--- src/rtl/reg_file_wb_if.sv ---
// Bus between write_back/decode and the register file: the retire-side commit
// inputs, the two decode read ports, and the processor status outputs.
interface reg_file_wb_if #(
   parameter int CNT_W = 32
);
   logic             wb_valid_i;
   logic [3:0]       icode_i;
   logic [3:0]       dstE_i;
   logic [3:0]       dstM_i;
   logic [63:0]      valE_i;
   logic [63:0]      valM_i;
   logic             instr_valid_i;
   logic             imem_error_i;
   logic             dmem_error_i;
   logic [3:0]       srcA_i;
   logic [3:0]       srcB_i;
   logic [63:0]      valA_o;
   logic [63:0]      valB_o;
   logic [2:0]       stat_o;
   logic             halted_o;
   logic [CNT_W-1:0] retired_cnt_o;

   modport master (
      output wb_valid_i, icode_i, dstE_i, dstM_i, valE_i, valM_i,
             instr_valid_i, imem_error_i, dmem_error_i, srcA_i, srcB_i,
      input  valA_o, valB_o, stat_o, halted_o, retired_cnt_o
   );

   modport slave (
      input  wb_valid_i, icode_i, dstE_i, dstM_i, valE_i, valM_i,
             instr_valid_i, imem_error_i, dmem_error_i, srcA_i, srcB_i,
      output valA_o, valB_o, stat_o, halted_o, retired_cnt_o
   );
endinterface

--- src/rtl/reg_file_wb.sv ---
// Y86-64 architectural register file with sticky processor status and a
// retired-instruction counter. Commits up to two writes per retiring
// instruction; serves two combinational reads with no write bypass.
//
//   stat | meaning
//   -----+----------------------------------------------
//   AOK  | running normally, retires are committed
//   HLT  | halt retired; all further retires ignored
//   ADR  | instruction or data address fault; frozen
//   INS  | illegal instruction retired; frozen
module reg_file_wb #(
   parameter int          NUM_REGS = 15,
   parameter int          CNT_W    = 32,
   parameter logic [63:0] SP_INIT  = 64'h0
) (
   input logic           clk_i,
   input logic           rst_i,
   reg_file_wb_if.slave  bus
);

   localparam logic [2:0] STAT_AOK = 3'd1;
   localparam logic [2:0] STAT_HLT = 3'd2;
   localparam logic [2:0] STAT_ADR = 3'd3;
   localparam logic [2:0] STAT_INS = 3'd4;

   localparam logic [4:0] NREGS = NUM_REGS[4:0];
   localparam int         SP_ID = 4;

   logic [63:0]      regs_q [NUM_REGS];
   logic [2:0]       stat_q;
   logic [CNT_W-1:0] cnt_q;

   logic [2:0] inst_stat;
   logic       halted;
   logic       upd;
   logic       commit;
   logic       wr_e;
   logic       wr_m;
   logic       src_a_ok;
   logic       src_b_ok;

   // Status of the retiring instruction; earlier faults mask later ones.
   always_comb begin
      inst_stat = STAT_AOK;
      if (bus.imem_error_i)        inst_stat = STAT_ADR;
      else if (!bus.instr_valid_i) inst_stat = STAT_INS;
      else if (bus.dmem_error_i)   inst_stat = STAT_ADR;
      else if (bus.icode_i == 4'h0) inst_stat = STAT_HLT;
   end

   assign halted = (stat_q != STAT_AOK);
   assign upd    = bus.wb_valid_i && !halted;
   assign commit = upd && (inst_stat == STAT_AOK);

   // IDs at or above NUM_REGS (including RNONE) never address the array.
   assign wr_e     = ({1'b0, bus.dstE_i} < NREGS);
   assign wr_m     = ({1'b0, bus.dstM_i} < NREGS);
   assign src_a_ok = ({1'b0, bus.srcA_i} < NREGS);
   assign src_b_ok = ({1'b0, bus.srcB_i} < NREGS);

   // Register array: reset image, then commit writes with valM taking a shared destination.
   always_ff @(posedge clk_i) begin
      if (rst_i) begin
         for (int i = 0; i < NUM_REGS; i++) begin
            regs_q[i] <= (i == SP_ID) ? SP_INIT : 64'h0;
         end
      end else if (commit) begin
         for (int i = 0; i < NUM_REGS; i++) begin
            if (wr_m && (bus.dstM_i == 4'(i))) begin
               regs_q[i] <= bus.valM_i;
            end else if (wr_e && (bus.dstE_i == 4'(i))) begin
               regs_q[i] <= bus.valE_i;
            end
         end
      end
   end

   // Sticky status: latches the first non-AOK instruction status until reset.
   always_ff @(posedge clk_i) begin
      if (rst_i) begin
         stat_q <= STAT_AOK;
      end else if (upd) begin
         stat_q <= inst_stat;
      end
   end

   // Retired count includes the halt instruction but not faulting ones.
   always_ff @(posedge clk_i) begin
      if (rst_i) begin
         cnt_q <= '0;
      end else if (upd && ((inst_stat == STAT_AOK) || (inst_stat == STAT_HLT))) begin
         cnt_q <= cnt_q + CNT_W'(1);
      end
   end

   assign bus.valA_o        = src_a_ok ? regs_q[bus.srcA_i] : 64'h0;
   assign bus.valB_o        = src_b_ok ? regs_q[bus.srcB_i] : 64'h0;
   assign bus.stat_o        = stat_q;
   assign bus.halted_o      = halted;
   assign bus.retired_cnt_o = cnt_q;

endmodule
--- src/flat_wrapper.sv ---
// flat-port wrapper written by rule: the top's interface ports become plain ports
module reg_file_wb_flat 
#(
   parameter int          NUM_REGS = 15,
   parameter int          CNT_W    = 32,
   parameter logic [63:0] SP_INIT  = 64'h0
)
  (clk_i, rst_i, bus_wb_valid_i, bus_icode_i, bus_dstE_i, bus_dstM_i, bus_valE_i, bus_valM_i, bus_instr_valid_i, bus_imem_error_i, bus_dmem_error_i, bus_srcA_i, bus_srcB_i, bus_valA_o, bus_valB_o, bus_stat_o, bus_halted_o, bus_retired_cnt_o);
  reg_file_wb_if #(.CNT_W(CNT_W)) bus_i ();
  input logic clk_i;
  input logic rst_i;
  input wire logic [$bits(bus_i.wb_valid_i)-1:0] bus_wb_valid_i;
  input wire logic [$bits(bus_i.icode_i)-1:0] bus_icode_i;
  input wire logic [$bits(bus_i.dstE_i)-1:0] bus_dstE_i;
  input wire logic [$bits(bus_i.dstM_i)-1:0] bus_dstM_i;
  input wire logic [$bits(bus_i.valE_i)-1:0] bus_valE_i;
  input wire logic [$bits(bus_i.valM_i)-1:0] bus_valM_i;
  input wire logic [$bits(bus_i.instr_valid_i)-1:0] bus_instr_valid_i;
  input wire logic [$bits(bus_i.imem_error_i)-1:0] bus_imem_error_i;
  input wire logic [$bits(bus_i.dmem_error_i)-1:0] bus_dmem_error_i;
  input wire logic [$bits(bus_i.srcA_i)-1:0] bus_srcA_i;
  input wire logic [$bits(bus_i.srcB_i)-1:0] bus_srcB_i;
  output wire logic [$bits(bus_i.valA_o)-1:0] bus_valA_o;
  output wire logic [$bits(bus_i.valB_o)-1:0] bus_valB_o;
  output wire logic [$bits(bus_i.stat_o)-1:0] bus_stat_o;
  output wire logic [$bits(bus_i.halted_o)-1:0] bus_halted_o;
  output wire logic [$bits(bus_i.retired_cnt_o)-1:0] bus_retired_cnt_o;
  assign bus_i.wb_valid_i = bus_wb_valid_i;
  assign bus_i.icode_i = bus_icode_i;
  assign bus_i.dstE_i = bus_dstE_i;
  assign bus_i.dstM_i = bus_dstM_i;
  assign bus_i.valE_i = bus_valE_i;
  assign bus_i.valM_i = bus_valM_i;
  assign bus_i.instr_valid_i = bus_instr_valid_i;
  assign bus_i.imem_error_i = bus_imem_error_i;
  assign bus_i.dmem_error_i = bus_dmem_error_i;
  assign bus_i.srcA_i = bus_srcA_i;
  assign bus_i.srcB_i = bus_srcB_i;
  assign bus_valA_o = bus_i.valA_o;
  assign bus_valB_o = bus_i.valB_o;
  assign bus_stat_o = bus_i.stat_o;
  assign bus_halted_o = bus_i.halted_o;
  assign bus_retired_cnt_o = bus_i.retired_cnt_o;
  reg_file_wb #(.NUM_REGS(NUM_REGS), .CNT_W(CNT_W), .SP_INIT(SP_INIT)) u_core (.clk_i(clk_i), .rst_i(rst_i), .bus(bus_i));
endmodule
--- config.mk ---
export PLATFORM = sky130hd
export DESIGN_NAME = reg_file_wb_flat
export DESIGN_NICKNAME = d
export VERILOG_FILES = /design/src/rtl/reg_file_wb_if.sv /design/src/rtl/reg_file_wb.sv /design/src/flat_wrapper.sv
export SDC_FILE = /design/constraint.sdc
export NUM_CORES = 2
export LEC_CHECK = 0
export BUFFER_PORTS_ARGS = -buffer_cell sky130_fd_sc_hd__buf_4
export CORE_UTILIZATION = 25
export CTS_BUF_LIST = sky130_fd_sc_hd__clkbuf_4 sky130_fd_sc_hd__clkbuf_8 sky130_fd_sc_hd__clkbuf_16
export DETAILED_ROUTE_END_ITERATION = 7
export GPL_TIMING_DRIVEN = 0
export PLACE_DENSITY = 0.5
export REMOVE_ABC_BUFFERS = 1
export SLEW_MARGIN = 30
export SYNTH_ARGS = -nofsm -noshare
export SYNTH_HDL_FRONTEND = slang
export SYNTH_SLANG_ARGS = --single-unit
--- constraint.sdc ---
create_clock -name clk_i -period 7 [get_ports clk_i]
set_input_delay 1.4 -clock clk_i [delete_from_list [all_inputs] [get_ports clk_i]]
set_output_delay 1.4 -clock clk_i [all_outputs]
set_load 0.03 [all_outputs]
## Yosys cells after proc, flatten, opt, wreduce, memory -nomap -nowiden

Memory sizes are Yosys's and may differ from the RTL's.
Cells that the tools add are included.

- Bits in registers: 35
- Memory bits (writable): 960
- Bits of input ports: 154
- Output and inout bits: 164
- Memories: 1

Memory list:

| memory | depth | bits a word | rd ports | clocked after memory_dff | write ports | RTL line | source |
|---|---|---|---|---|---|---|---|
| u_core.regs_q | 15 | 64 | 2 | 0 | 15 | reg_file_wb.sv:29 | `logic [63:0] regs_q [NUM_REGS];` |

- $add $sub $neg: 1
- Order comparisons: 4
- Equality and inequality tests: 31
- Mux-type cells: 173
- Bitwise gates (word level): 30
- Reductions and logical operators: 38

Operators with widths:

| cell | number |
|---|---|
| $mux W64 | 32 |
| $mux W1 | 137 |
| $eq A4 B4 Y1 const B | 14 |
| $logic_and A1 B1 Y1 | 33 |
| $add A32 B1 Y32 const B | 1 |
| $eq A4 B3 Y1 const B | 8 |
| $or A1 B1 Y1 | 30 |
| $eq A4 B2 Y1 const B | 4 |
| $lt A4 B4 Y1 const B | 4 |
| $logic_not A4 Y1 | 3 |
| $mux W3 | 3 |
| $eq A4 B1 Y1 const B | 2 |
| $eq A3 B1 Y1 const B | 1 |
| $eq A3 B2 Y1 const B | 1 |
| $ne A3 B1 Y1 const B | 1 |
| $mux W2 | 1 |
| $logic_not A1 Y1 | 1 |
| $logic_or A1 B1 Y1 | 1 |

## Depth between registers and ports, before layout

- Depth after elaboration: 12
- Depth in mapped cells: 9

## Least setup slack after synthesis

No wires, ideal clock.

- Kind: in2reg
- Start point: input bus_dstM_i[1]
- End point: memory u_core.regs_q[8][0], enable pin
- Arrival: 5.633 ns
- Required time: 6.501 ns
- Setup slack: 0.868 ns
- Stages: 6
- Buffers on the path: 3
- Cell sequence: clkbuf_1 -> nor4b_1 -> buf_2 -> buf_1 -> a21oi_1 -> o21bai_1

RTL lines:

| element | RTL line | source |
|---|---|---|
| from (decl) | flat_wrapper.sv:15 | `input wire logic [$bits(bus_i.dstM_i)-1:0] bus_dstM_i;` |
| to (decl) | reg_file_wb.sv:29 |  |

## Worst setup path after layout

- Start point: input bus_srcA_i[1]
- End point: output bus_valA_o[51]

- Word-level cells in the longest chain between the ends: 2
- Elaborated cells between the ends (all ways): 3
- Those cells by class: 1 x order compare; 1 x mux; 1 x memory

RTL lines:

| element | RTL line | source |
|---|---|---|
| from (decl) | flat_wrapper.sv:21 | `input wire logic [$bits(bus_i.srcA_i)-1:0] bus_srcA_i;` |
| $mem_v2 Z15 W64 or $lt A4 B4 Y1 (tied branches) | n/a |  |
| $mux W64 * | reg_file_wb.sv:96 | `assign bus.valA_o = src_a_ok ? regs_q[bus.srcA_i] : 64'h0;` |
| to (decl) | flat_wrapper.sv:23 | `output wire logic [$bits(bus_i.valA_o)-1:0] bus_valA_o;` |

Mark *: on every way between the ends. The rest lies on a longest branch, timed or not.

==> summary.txt <==
Status
  • Run status: finished clean

Routing
  • Routed Wire Length: 245000 um
  • Number of violations reported at the end of detailed-routing iteration 0: 4757
  • First drt pass iteration count: 5
  • Number of vias per cell: 5.66
  • WL/cell: 31.6 um
  • Routed via count: 43940
  • Detailed-route DRC error count: 0
  • ANT nets after route: 0

CTS
  • Number of buffers inserted by hold repair at cts: 0
  • Level count of the clock H-tree: 3
  • TritonCTS clock tree: done
  • Post-CTS setup repair buffer count: 0
  • Clock tree sinks: 995
  • CTS Buf Count: 110
  • Post-CTS resize count: 0
  • Clk slew on worst S/H paths: 0.06 ns
  • Buffers from clock root to sink, at most: 3
  • Buffer type at the clock tree root: sky130_fd_sc_hd__clkbuf_16
  • Insertion delay to the later sink of the worst-skew pair: 0.76 ns

Worst setup path
  • Largest stage delay on the critical path: 0.39 ns
  • Worst path required time: 5.60 ns
  • Most prevalent standard cell on the critical path: sky130_fd_sc_hd__buf_16
  • Worst path arrival time: 4.54 ns
  • Startpoint kind of the worst setup timing path: primary input
  • Kind of capture point of the worst setup path: primary output
  • Max FO, Critical Path: 73
  • Highest-delay cell along the critical path: sky130_fd_sc_hd__nand2_4
  • Critical path class: primary input to primary output
  • Cells along the critical path: buf_8, buf_16, buf_16, nand3_1, nand2_4, buf_12, buf_16, o22ai_1, buf_4

Timing
  • RSZ-0062 raised after global routing: false
  • Count of endpoints failing setup in the final report: 0
  • Max Clock Freq: 0.168 GHz
  • Hold slack: 0.495 ns
  • Final Slew Violations: 0
  • Final worst-path cycle share: 84.9%
  • Worst slew margin relative to its limit: 40.0%
  • Slew of the pin with the lowest slew margin: 0.899 ns
  • Worst-case clock skew: 0.0410 ns
  • Final number of hold-violating endpoints: 0
  • Post-layout min period: 5.94 ns

Finish
  • Fraction of layout instances using a drive strength above 1: 29.4%
  • NumNets Final: 4792
  • Area of the multi-input gates: 0.0265 mm2
  • Register cell area after layout: 0.0295 mm2
  • Synthesis-to-finish area growth: 22.2%
  • Fill cell total of the finished layout: 22757

Worst hold path
  • Hold Path Class: flop to flop

Place
  • Gpl congestion: 0.729
  • Half-perimeter wire length after placement: 175000 um
  • Count of buffers inserted at the top-level ports: 317

Global route
  • Aggregate global-route resource usage: 20.2%
  • Final global-route overflow total: 0
  • Antenna violations before repair: 49
  • Pin count of the biggest net entering global routing: 87
  • Wire length of the first global-routing pass: 338000 um
  • Number of global-route vias before repair: 42833

Logic synthesis
  • Number of flops mapped to enable cells by yosys: 960
  • Count of cell types in the netlist: 54
  • Flip-flop and latch count after synthesis: 995
  • Main synth FF type: sky130_fd_sc_hd__edfxtp_1
  • Sequential cell area fraction in the yosys report: 50.7%
  • Post-Synthesis Cell Area: 0.0583 mm2
  • FFs w/ async S/R, synth: 0%
  • Number of standard cells after synthesis: 4308
  • Synth warn: 0
  • Synthesized area per cell: 13.5 um2

Power
  • Sequential group share of total power: 45.4%
  • Internal: 11000 uW
  • Final total power: 15200 uW
  • Cell leakage power: 0.0268 uW
  • Net Switching: 4160 uW
  • Highest ir drop seen on vdd: 181 uV
  • Part of the total power dissipated in combinational logic: 15.7%
  • Total power density per cell area: 214 mW/mm2
  • Power share of the clock group: 38.9%
  • Switching fraction of total power: 27.4%

Run
  • Number of maximum-capacitance violations: 0

Floorplanning
  • Core Area: 0.231 mm2
  • Total Die Area: 0.235 mm2
  • Number of rows in the core area: 176
  • Starting Density: 25.2%
  • Ports placed on the boundary: 318
  • Overall die height: 485 um
  • Die extent in x: 485 um
## per-stage QoR
step / worst slack [ns] / setup TNS, ns / util [%] / area, um2 / instances
2_1_floorplan: -3.30 / -1648.70 / - / 55800 / 3744
3_3_place_gp: -43.95 / - / 26.8 / 62000 / 7087
3_5_place_dp: 1.07 / 0 / 29.3 / 67600 / 7551
4_1_cts: 1.07 / 0 / 30.8 / 71100 / 7754
5_1_grt: 1.05 / 0 / 30.8 / 71200 / 7758
6_report: 1.06 / 0 / 30.8 / 71200 / 7765
## critical path, delay by kind of cell
family	cells	cell delay, ns
buffers and inverters	6	1.96
and+or+nand+nor	2	0.59
AOI/OAI and AO/OA	1	0.34
## registers in the layout (all words and copies together), names as in the netlist
register                  flops
u_core.regs_q               960
u_core.bus.retired_cnt_o     32
u_core.bus.stat_o             3
## cells in the final DEF (no fill, tap or decap), drive strengths merged, types with 6 or more instances in the layout
cell and count:
edfxtp 960, buf 781, mux2i 634, a22o 512
mux4 386, o21ai 199, nand2 155, nor2 150
clkbuf 149, nand2b 133, a22oi 128, o22ai 126
a21oi 92, nand3 76, clkinv 42, dfxtp 35
or4 21, o31ai 20, nand4 20, nor3 15
diode 11, nor2b 10, or3 10, inv 9
and4 8, xor2 7, and2 6, bufinv 6
## power by group through the flow
stage                     Combinational, uW  Clock [uW]  Sequential [uW]
final                                  2390        5910             6910
after global routing                   2500        6190             6930
after CTS                              2390        5970             6900
after detailed placement               2390           0             7030
after global placement                 2280           0             7080
after floorplan                        1070           0             7010
## cell type report
cell class                      count  area share [%]
Clock buffer                      149            4.39
Tap cell                         3026            5.32
Timing Repair Buffer              781            10.9
Sequential cell                   995            41.5
Inverter                            5          0.0264
Antenna cell                       11          0.0387
Clock inverter                     54           0.589
Multi-Input combinational cell   2744            37.2
## cell usage after synthesis, types with 35 or more instances
library cell               instances  area [um2]
sky130_fd_sc_hd__o21ai_0         199         996
sky130_fd_sc_hd__dfxtp_1          35         701
sky130_fd_sc_hd__clkbuf_1        335        1260
sky130_fd_sc_hd__buf_2           141         706
sky130_fd_sc_hd__buf_1            44         165
sky130_fd_sc_hd__nand2_1         155         582
sky130_fd_sc_hd__o22ai_1         126         788
sky130_fd_sc_hd__nand2b_1        133         832
sky130_fd_sc_hd__nand3_1          76         380
sky130_fd_sc_hd__nor2_1          149         559
sky130_fd_sc_hd__mux4_2          386        8690
sky130_fd_sc_hd__edfxtp_1        960       28800
sky130_fd_sc_hd__mux2i_1         634        6350
sky130_fd_sc_hd__a22oi_1         128         961
sky130_fd_sc_hd__a21oi_1          92         460
sky130_fd_sc_hd__a22o_1          512        4480
sky130_fd_sc_hd__buf_4            41         308
## path summary, 6_finish.rpt
| kind | start | endpoint | slack, ns | cells after the start |
|---|---|---|---|---|
| setup reg to reg | u_core.bus.stat_o[1] | u_core.regs_q[7][43] | 2.27 | 12 |
| setup / recovery | bus_srcA_i[1] | bus_valA_o[51] | 1.06 | 9 |
| hold reg to reg | u_core.bus.retired_cnt_o[1] | u_core.bus.retired_cnt_o[1] | 0.50 | 2 |
| hold / removal | u_core.bus.retired_cnt_o[1] | u_core.bus.retired_cnt_o[1] | 0.50 | 2 |
## cells by family after synthesis
| family | share of synthesized area (%) |
|---|---|
| xor gates and xnor gates | 0.105 |
| and+or+nand+nor | 5.41 |
| DFF | 50.7 |
| buffers and inverters | 4.26 |
| muxes | 25.9 |
| AOI/OAI and AO/OA | 13.7 |
| adders and majority gates | 0.0215 |
## per-layer routing
layer  vias up  global-route usage, %  wire length (um)
li1      18134                      -                 -
met1     22918                   28.1            104000
met3       414                   5.08             25100
met4        26                   5.21              6530
met5         -                      0               161
met2      2448                   31.0            110000
No activity file was read; power rests on OpenSTA's default activity.
